==> src/rtl/channel_frame_sequencer.sv <==
// ----------------------------------------------------------------------------
// channel_frame_sequencer
//
// Turns the latched channel configuration into a paced stream of read requests
// toward the SDRAM read port. Once started, it emits frames of frame_len words
// separated by blank_len idle cycles. The read address sweeps cyclically over
// the inclusive window [rdaddr_begin, rdaddr_end], and that window may wrap
// through zero.
//
// Ports
//   clk           clock
//   reset_n       asynchronous reset, active-low
//   frame_len     words per frame; 0 means "do not start"
//   blank_len     idle cycles between frames; 0 gives back-to-back frames
//   start         control level; a rising edge starts the channel
//   stop          control level; a rising edge requests a stop
//   rdaddr_begin  first read address of the window
//   rdaddr_end    last read address of the window (inclusive)
//   rd_ack        read port accepted rd_addr this cycle
//   rd_req        read request, held until rd_ack
//   rd_addr       address for rd_req (0 when no request is pending)
//   fifo_clr_out  single-cycle clear pulse to the channel FIFOs on start
//   frame_sof     pulses with the rd_ack of the first word of a frame
//   frame_eof     pulses with the rd_ack of the last word of a frame
//   busy          high whenever the sequencer is not idle
//   frame_cnt     completed frames since the last start (wraps)
// ----------------------------------------------------------------------------
module channel_frame_sequencer #(
  parameter int ADDR_W = 16,
  parameter int LEN_W  = 16,
  parameter int CNT_W  = 16
) (
  input  logic              clk,
  input  logic              reset_n,
  input  logic [LEN_W-1:0]  frame_len,
  input  logic [LEN_W-1:0]  blank_len,
  input  logic              start,
  input  logic              stop,
  input  logic [ADDR_W-1:0] rdaddr_begin,
  input  logic [ADDR_W-1:0] rdaddr_end,
  input  logic              rd_ack,
  output logic              rd_req,
  output logic [ADDR_W-1:0] rd_addr,
  output logic              fifo_clr_out,
  output logic              frame_sof,
  output logic              frame_eof,
  output logic              busy,
  output logic [CNT_W-1:0]  frame_cnt
);

  typedef enum logic [1:0] {IDLE, CLR, SEND, BLANK} state_t;

  state_t            state;
  state_t            next_state;

  logic              start_prev;
  logic              stop_prev;
  logic              armed;
  logic              start_edge;
  logic              stop_edge;

  logic [ADDR_W-1:0] addr;
  logic [ADDR_W-1:0] addr_begin;
  logic [ADDR_W-1:0] addr_end;
  logic [LEN_W-1:0]  wcnt;
  logic [LEN_W-1:0]  len_l;
  logic [LEN_W-1:0]  bcnt;
  logic [LEN_W-1:0]  blen_l;
  logic              stop_pending;
  logic [CNT_W-1:0]  frame_cnt_r;

  logic              word_ack;
  logic              last_word;
  logic              blank_done;

  // armed stays low for the first cycle after reset. Because of that, a
  // control level that is already high when reset releases is taken as the
  // starting sample and not as a rising edge.
  assign start_edge = armed & start & ~start_prev;
  assign stop_edge  = armed & stop & ~stop_prev;

  // rd_ack counts only while a request is actually outstanding.
  assign word_ack   = (state == SEND) && rd_ack;
  assign last_word  = (wcnt == len_l - LEN_W'(1));
  assign blank_done = (bcnt == blen_l - LEN_W'(1));

  // State register.
  always_ff @(posedge clk or negedge reset_n) begin
    if (!reset_n) begin
      state <= IDLE;
    end else begin
      state <= next_state;
    end
  end

  // Next-state logic. A stop request ends the channel only at a frame
  // boundary, with one exception: during a blank gap a stop takes effect at
  // once, because no frame is in flight.
  always_comb begin
    next_state = state;
    unique case (state)
      IDLE: begin
        if (start_edge && (frame_len != '0) && !stop_edge) begin
          next_state = CLR;
        end
      end
      CLR: begin
        next_state = SEND;
      end
      SEND: begin
        if (word_ack && last_word) begin
          if (stop_pending || stop_edge) begin
            next_state = IDLE;
          end else if (blank_len == '0) begin
            next_state = SEND;
          end else begin
            next_state = BLANK;
          end
        end
      end
      BLANK: begin
        if (stop_edge) begin
          next_state = IDLE;
        end else if (blank_done) begin
          next_state = SEND;
        end
      end
      default: next_state = IDLE;
    endcase
  end

  // Datapath: edge detection, the address window and the word, blank and
  // frame counters. The frame and blank lengths are re-latched on each entry
  // to SEND or BLANK, so a register change only affects the next frame or gap.
  always_ff @(posedge clk or negedge reset_n) begin
    if (!reset_n) begin
      start_prev   <= 1'b0;
      stop_prev    <= 1'b0;
      armed        <= 1'b0;
      addr         <= '0;
      addr_begin   <= '0;
      addr_end     <= '0;
      wcnt         <= '0;
      len_l        <= '0;
      bcnt         <= '0;
      blen_l       <= '0;
      stop_pending <= 1'b0;
      frame_cnt_r  <= '0;
    end else begin
      start_prev <= start;
      stop_prev  <= stop;
      armed      <= 1'b1;
      unique case (state)
        IDLE: begin
          stop_pending <= 1'b0;
        end
        CLR: begin
          addr_begin   <= rdaddr_begin;
          addr_end     <= rdaddr_end;
          addr         <= rdaddr_begin;
          frame_cnt_r  <= '0;
          stop_pending <= stop_edge;
          wcnt         <= '0;
          len_l        <= frame_len;
        end
        SEND: begin
          if (stop_edge) begin
            stop_pending <= 1'b1;
          end
          if (word_ack) begin
            addr <= (addr == addr_end) ? addr_begin : addr + ADDR_W'(1);
            if (last_word) begin
              frame_cnt_r <= frame_cnt_r + CNT_W'(1);
              wcnt        <= '0;
              len_l       <= frame_len;
              bcnt        <= '0;
              blen_l      <= blank_len;
            end else begin
              wcnt <= wcnt + LEN_W'(1);
            end
          end
        end
        BLANK: begin
          if (blank_done) begin
            wcnt  <= '0;
            len_l <= frame_len;
          end else begin
            bcnt <= bcnt + LEN_W'(1);
          end
        end
        default: ;
      endcase
    end
  end

  // Output decode. frame_sof and frame_eof follow rd_ack combinationally, so
  // each pulse lines up with the acceptance of its word.
  always_comb begin
    fifo_clr_out = 1'b0;
    rd_req       = 1'b0;
    rd_addr      = '0;
    frame_sof    = 1'b0;
    frame_eof    = 1'b0;
    busy         = (state != IDLE);
    frame_cnt    = frame_cnt_r;
    unique case (state)
      CLR: fifo_clr_out = 1'b1;
      SEND: begin
        rd_req    = 1'b1;
        rd_addr   = addr;
        frame_sof = rd_ack && (wcnt == '0);
        frame_eof = rd_ack && last_word;
      end
      default: ;
    endcase
  end

endmodule
==> config.mk <==
export PLATFORM = sky130hd
export DESIGN_NAME = channel_frame_sequencer
export DESIGN_NICKNAME = d
export VERILOG_FILES = /design/src/rtl/channel_frame_sequencer.sv
export SDC_FILE = /design/constraint.sdc
export NUM_CORES = 1
export LEC_CHECK = 0
export CAP_MARGIN = 20
export CORE_MARGIN = 2
export CORE_UTILIZATION = 45
export CTS_BUF_LIST = sky130_fd_sc_hd__clkbuf_4
export CTS_CLUSTER_SIZE = 40
export DETAILED_ROUTE_END_ITERATION = 7
export PLACE_DENSITY = 0.67
export SLEW_MARGIN = 25
export SYNTH_ARGS = -nofsm -noshare
export SYNTH_HDL_FRONTEND = slang
export SYNTH_SLANG_ARGS = --single-unit
==> constraint.sdc <==
create_clock -name clk -period 4.65 [get_ports clk]
set_input_delay 0.93 -clock clk [delete_from_list [all_inputs] [get_ports clk]]
set_output_delay 0.93 -clock clk [all_outputs]
set_load 0.005 [all_outputs]
# ---- Yosys cells after proc, flatten, opt, wreduce, memory -nomap -nowiden
# Index checks and enable logic that the tools add are counted.
dict set report classes {
  div 0
  shifts 0
  n_eq_ne 14
  n_reduce_logical 25
  magnitude_cmp 0
  addsub 6
  muxes 32
  multipliers 0
  bitwise 6
}
# operator count
set op_table {}
lappend op_table {{$mux W16} 14}
lappend op_table {{$pmux W16 S2} 3}
lappend op_table {{$pmux W16 S3} 2}
lappend op_table {{$add A16 B1 Y16 const B} 4}
lappend op_table {{$eq A16 B16 Y1} 3}
lappend op_table {{$logic_not A16 Y1} 2}
lappend op_table {{$sub A16 B1 Y16 const B} 2}
lappend op_table {{$reduce_bool A16 Y1} 1}
lappend op_table {{$ne A2 B2 Y1 const B} 6}
lappend op_table {{$reduce_and A3 Y1} 4}
lappend op_table {{$mux W2} 5}
lappend op_table {{$pmux W2 S4} 1}
lappend op_table {{$reduce_and A4 Y1} 2}
lappend op_table {{$logic_and A1 B1 Y1} 6}
lappend op_table {{$mux W1} 6}
lappend op_table {{$reduce_bool A2 Y1} 3}
lappend op_table {{$reduce_bool A3 Y1} 2}
lappend op_table {{$and A1 B1 Y1} 4}
lappend op_table {{$eq A2 B2 Y1 const B} 2}
lappend op_table {{$reduce_and A2 Y1} 2}
lappend op_table {{$ne A3 B3 Y1 const B} 1}
lappend op_table {{$pmux W1 S3} 1}
lappend op_table {{$eq A2 B1 Y1 const B} 1}
lappend op_table {{$logic_not A2 Y1} 1}
lappend op_table {{4 further kinds} 5}
dict set report totals {
  out_inout_bits 37
  register_bits 134
  latch_bits 0
  wordCells 96
  rom_bits 0
  input_bits 69
  mem_count 0
  ramBits 0
}

# ---- Longest topological paths before layout
dict set report depth {
  word_depth 6
  depth_mapped 13
  depth_no_buf 10
}

# ---- Worst setup path before layout
# No wires, ideal clock.
dict set report synth_path {
  kind {reg-to-output}
  from {reg len_l[0]}
  to {out frame_eof}
  arrival_ps 2248
  path_buffers 0
  required_time_ps 3720
  stages_incl_launch_ff 10
  setup_slack_ps 1472
  cell_sequence {dfrtp_1 > inv_1 > ha_1 > nor3b_2 > nand3_1 > xnor2_1 > or3_1 > nor4b_4 > nand3_1 > inv_1}
}
dict set report synth_via {
  elab_chain_cells 4
}
# item line
set synth_lines {}
lappend synth_lines {{start: declaration} 66} ;# logic [LEN_W-1:0] len_l;
lappend synth_lines {{start signal: assignment} 164} ;# len_l <= frame_len;
lappend synth_lines {{start signal: assignment} 175} ;# len_l <= frame_len;
lappend synth_lines {{start signal: assignment} 186} ;# len_l <= frame_len;
lappend synth_lines {{$sub A16 B1 Y16} 84} ;# assign last_word = (wcnt == len_l - LEN_W'(1));
lappend synth_lines {{$eq A16 B16 Y1} 84}
lappend synth_lines {{$logic_and A1 B1 Y1} 212} ;# frame_eof = rd_ack && last_word;
lappend synth_lines {{$mux W1} 206} ;# unique case (state)
lappend synth_lines {{end: declaration} 46} ;# output logic frame_eof,
# No other way between the ends.

# ---- Final worst setup path
# Same ends and word-level chain as after synthesis.

==> run summary <==
Status - finished, final reports clean
Clock transition at path regs - 0.12 ns
Predominant post-synthesis flop cell - dfrtp_1
Die Y - 140 um
Cell Pwr Density - 485 mW/mm^2
Final hold vios - 0
Startpoint types - flip-flop
Die W - 140 um
Crit path max fanout - 6
Clk buf depth - 2
Dominant cell type by area after synthesis - dfrtp_1
Internal power - 2.92 mW
Initial antenna violation count - 1
Slew of the pin with the lowest slew margin - 0.980 ns
Max-cap viol count - 0
Worst slack, placed - 0.638 ns
Post-synth EDFFs - 0
Synth top area share - 40.1%
# IOs - 106
Synthesized area - 0.00836 mm^2
Row cnt - 49
First-pass GRT wire length - 34.0 mm
Initial core utilization - 46.2%
Hold crit path type - input pin to asynchronous set/reset pin
Final worst path period need - 4.39 ns
Std-Cell Core Area - 0.0181 mm^2
CTS tree - yes
Unrepaired setup endpoints after global routing - no
Synth area leaders - dfrtp_1 (40%), mux2_2 (6.7%), xnor2_1 (4.2%)
Dpl hpwl - 14.5 mm
Seq pwr share - 39.6%
Nets - 1052
Fraction of registers with async set/reset - 100%
Final TNS setup - 0 ns
WS Path Type - flip-flop to output port
Reg2Reg Depth - 10
Count of pins over their slew limit - 0
Iteration-0 DRC Markers - 400
Sequential area share after synthesis - 40.1%
Clock sinks - 134
# DRC - 0
Slew margin rel. - 34.7%
Cells after synthesis - 881
Drt pass-1 iters - 5
Distinct cells, synth - 72
Post-route antenna net violation count - 0
Via count - 6894
Logic pwr share - 43.2%
Filler instances - 1646
Port Buf Inserts - 105
Worst Slack Setup Final - 0.263 ns
Skew final - 0.0171 ns
Vias per inst - 5.68
Largest net degree at the start of global routing - 76
Mapped Avg Cell Area - 9.49 um^2
Drt total wl - 20.3 mm
Max frequency - 228 MHz
Worst setup EP type - output port
Synth-to-Final Area Change - 18.1%
Critical Path AT - 3.46 ns
Hold-fix buffers at CTS - 0
Vias in the first global route - 6686
Die area - 0.0197 mm^2
TritonCTS Buffers - 17
Routed len/inst - 16.7 um
Worst VDD drop - 0.302 mV
Total of warnings raised by yosys - 0
Final setup violation count - 0
Clock power share - 17.2%
GRT overflow - 0
CP Data Required Time - 3.72 ns
H-tree depth - 4
Sw frac - 38.9%
Flops & latches, synth - 134
Net Sw Power - 1.86 mW
Clk_lat worst skew - 0.54 ns
Leakage Power - 3.95 nW
GRT Util Overall - 21.2%
Share of cells above drive strength 1 - 12.9%
Period utilization - 94.4%
Mapped Nets - 963
Final GP Congestion - 0.833
Clock root cell - clkbuf_4
-- critical path, cell delays in order (launching register included) --
cell and delay (ns):
dfrtp_1 0.44, inv_1 0.08, ha_1 0.25, nor3b_4 0.32, nand3_1 0.14, xnor2_1 0.16
or3_1 0.37, nor4b_4 0.40, nand3_4 0.17, inv_1 0.09, clkdlybuf4s50_1 0.49
-- repair_timing --
item	4_1_cts	5_1_grt
endpoints found under the setup margin	0	1
setup buffers	0	0
gates resized for setup	0	3
-- path summary, 6_finish.rpt --
check                                           from                         to  slack, ns
max                             len_l[0]$_DFFE_PN0P_                  frame_eof       0.26
min                                          reset_n   frame_cnt[2]$_DFFE_PN0P_       0.40
max reg2reg                    blen_l[0]$_DFFE_PN0P_       bcnt[13]$_DFFE_PN0P_       1.03
min reg2reg                addr_begin[2]$_DFFE_PN0P_  addr_begin[2]$_DFFE_PN0P_       0.52
max in group asynchronous                    reset_n       len_l[5]$_DFFE_PN0P_       3.34
min in group clk           addr_begin[2]$_DFFE_PN0P_  addr_begin[2]$_DFFE_PN0P_       0.52
-- metal layers --
layer,part of all wire [%],track usage (%)
met5,0,0
met4,1.1,5.48
met3,4.5,4.38
met2,46,32.8
met1,48,30.3
-- power groups by stage --
stage / Clock, mW / Sequential (mW) / Combinational [mW]
2_1_floorplan: 0 / 1.74 / 1.69
3_3_place_gp: 0 / 1.90 / 2.03
3_5_place_dp: 0 / 1.91 / 2.06
4_1_cts: 0.845 / 1.89 / 2.07
5_1_grt: 0.889 / 1.96 / 2.29
6_report: 0.824 / 1.89 / 2.07
-- final cells by class --
type	count	area, um^2	area share [%]
diodes	1	2.50	0.0254
clock buffers	21	158	1.60
clock inverters	11	133	1.34
inverters	47	176	1.79
multi-input cells	655	4630	46.9
flip-flops and latches	134	3350	34.0
well taps	229	287	2.90
repair buffers	115	1130	11.4
-- cells in the final DEF (no fill, tap or decap), types with 6 or more instances in the layout --
cell / netlist / layout
dfrtp_1: 134 / 134
clkdlybuf4s50_1: 0 / 104
nand2_1: 77 / 77
mux2_2: 50 / 50
inv_1: 46 / 46
a21oi_1: 43 / 43
xnor2_1: 40 / 40
o21ai_0: 38 / 38
nand3_1: 38 / 37
nor2_1: 34 / 34
mux2i_1: 30 / 30
nand4_1: 25 / 25
nor4_1: 24 / 23
clkbuf_4: 0 / 21
nor3_1: 19 / 19
o31ai_1: 18 / 18
and2_1: 16 / 16
xor2_1: 16 / 16
o22ai_1: 14 / 14
nand2b_1: 14 / 14
or4_1: 14 / 14
nor2b_1: 12 / 12
ha_1: 13 / 12
and3_1: 11 / 11
mux2_4: 10 / 10
buf_4: 1 / 10
or3_1: 9 / 9
a31oi_1: 8 / 8
o211ai_1: 8 / 8
a221oi_1: 6 / 6
or2_2: 6 / 6
-- cells by family (layout without fill, tap and decap cells) --
kind of cell | after synthesis | in the layout | share of synthesized area [%]
flip-flops | 134 | 134 | 40.1
other | 1 | 2 | 0.0449
XOR/XNOR | 56 | 56 | 5.87
AND/OR/NAND/NOR | 332 | 332 | 22.7
adder cells (fa/ha/maj) | 13 | 13 | 1.95
multiplexers | 90 | 90 | 12.1
buffers and inverters | 92 | 194 | 4.80
AO/OA/AOI/OAI | 163 | 163 | 12.4
-- flip-flops by register name, summed over array words and instances (netlist names) --
signal        cells
addr             16
addr_end         16
wcnt             16
state             2
stop_pending      1
addr_begin       16
stop_prev         1
armed             1
blen_l           16
frame_cnt        16
bcnt             16
len_l            16
start_prev        1
-- metrics by stage --
| stage | power [mW] | hold slack (ns) | std cells | cell area [um^2] | utilization [%] |
|---|---|---|---|---|---|
| detailed placement | 3.97 | 0.497 | 1180 | 9560 | 52.8 |
| finish | 4.79 | 0.402 | 1213 | 9870 | 54.6 |
| global placement | 3.93 | 0.490 | 1180 | 9560 | 52.8 |
| global route | 5.13 | 0.413 | 1213 | 9870 | 54.6 |
| floorplan | 3.42 | 0.480 | 881 | 8360 | - |
| CTS | 4.81 | 0.398 | 1212 | 9850 | 54.4 |
-- synth_stat cells, types with 9 or more instances --
master and n:
and3_1 11, dfrtp_1 134, nor2b_1 12, nor4_1 24, xor2_1 16, mux2i_1 30
nor3_1 19, clkbuf_1 34, ha_1 13, inv_1 46, nand4_1 25, mux2_4 10
mux2_2 50, o31ai_1 18, or3_1 9, and2_1 16, nand3_1 38, nor2_1 34
or4_1 14, a21oi_1 43, nand2b_1 14, xnor2_1 40, o22ai_1 14, o21ai_0 38
nand2_1 77
Power figures use the tool's default switching activity.
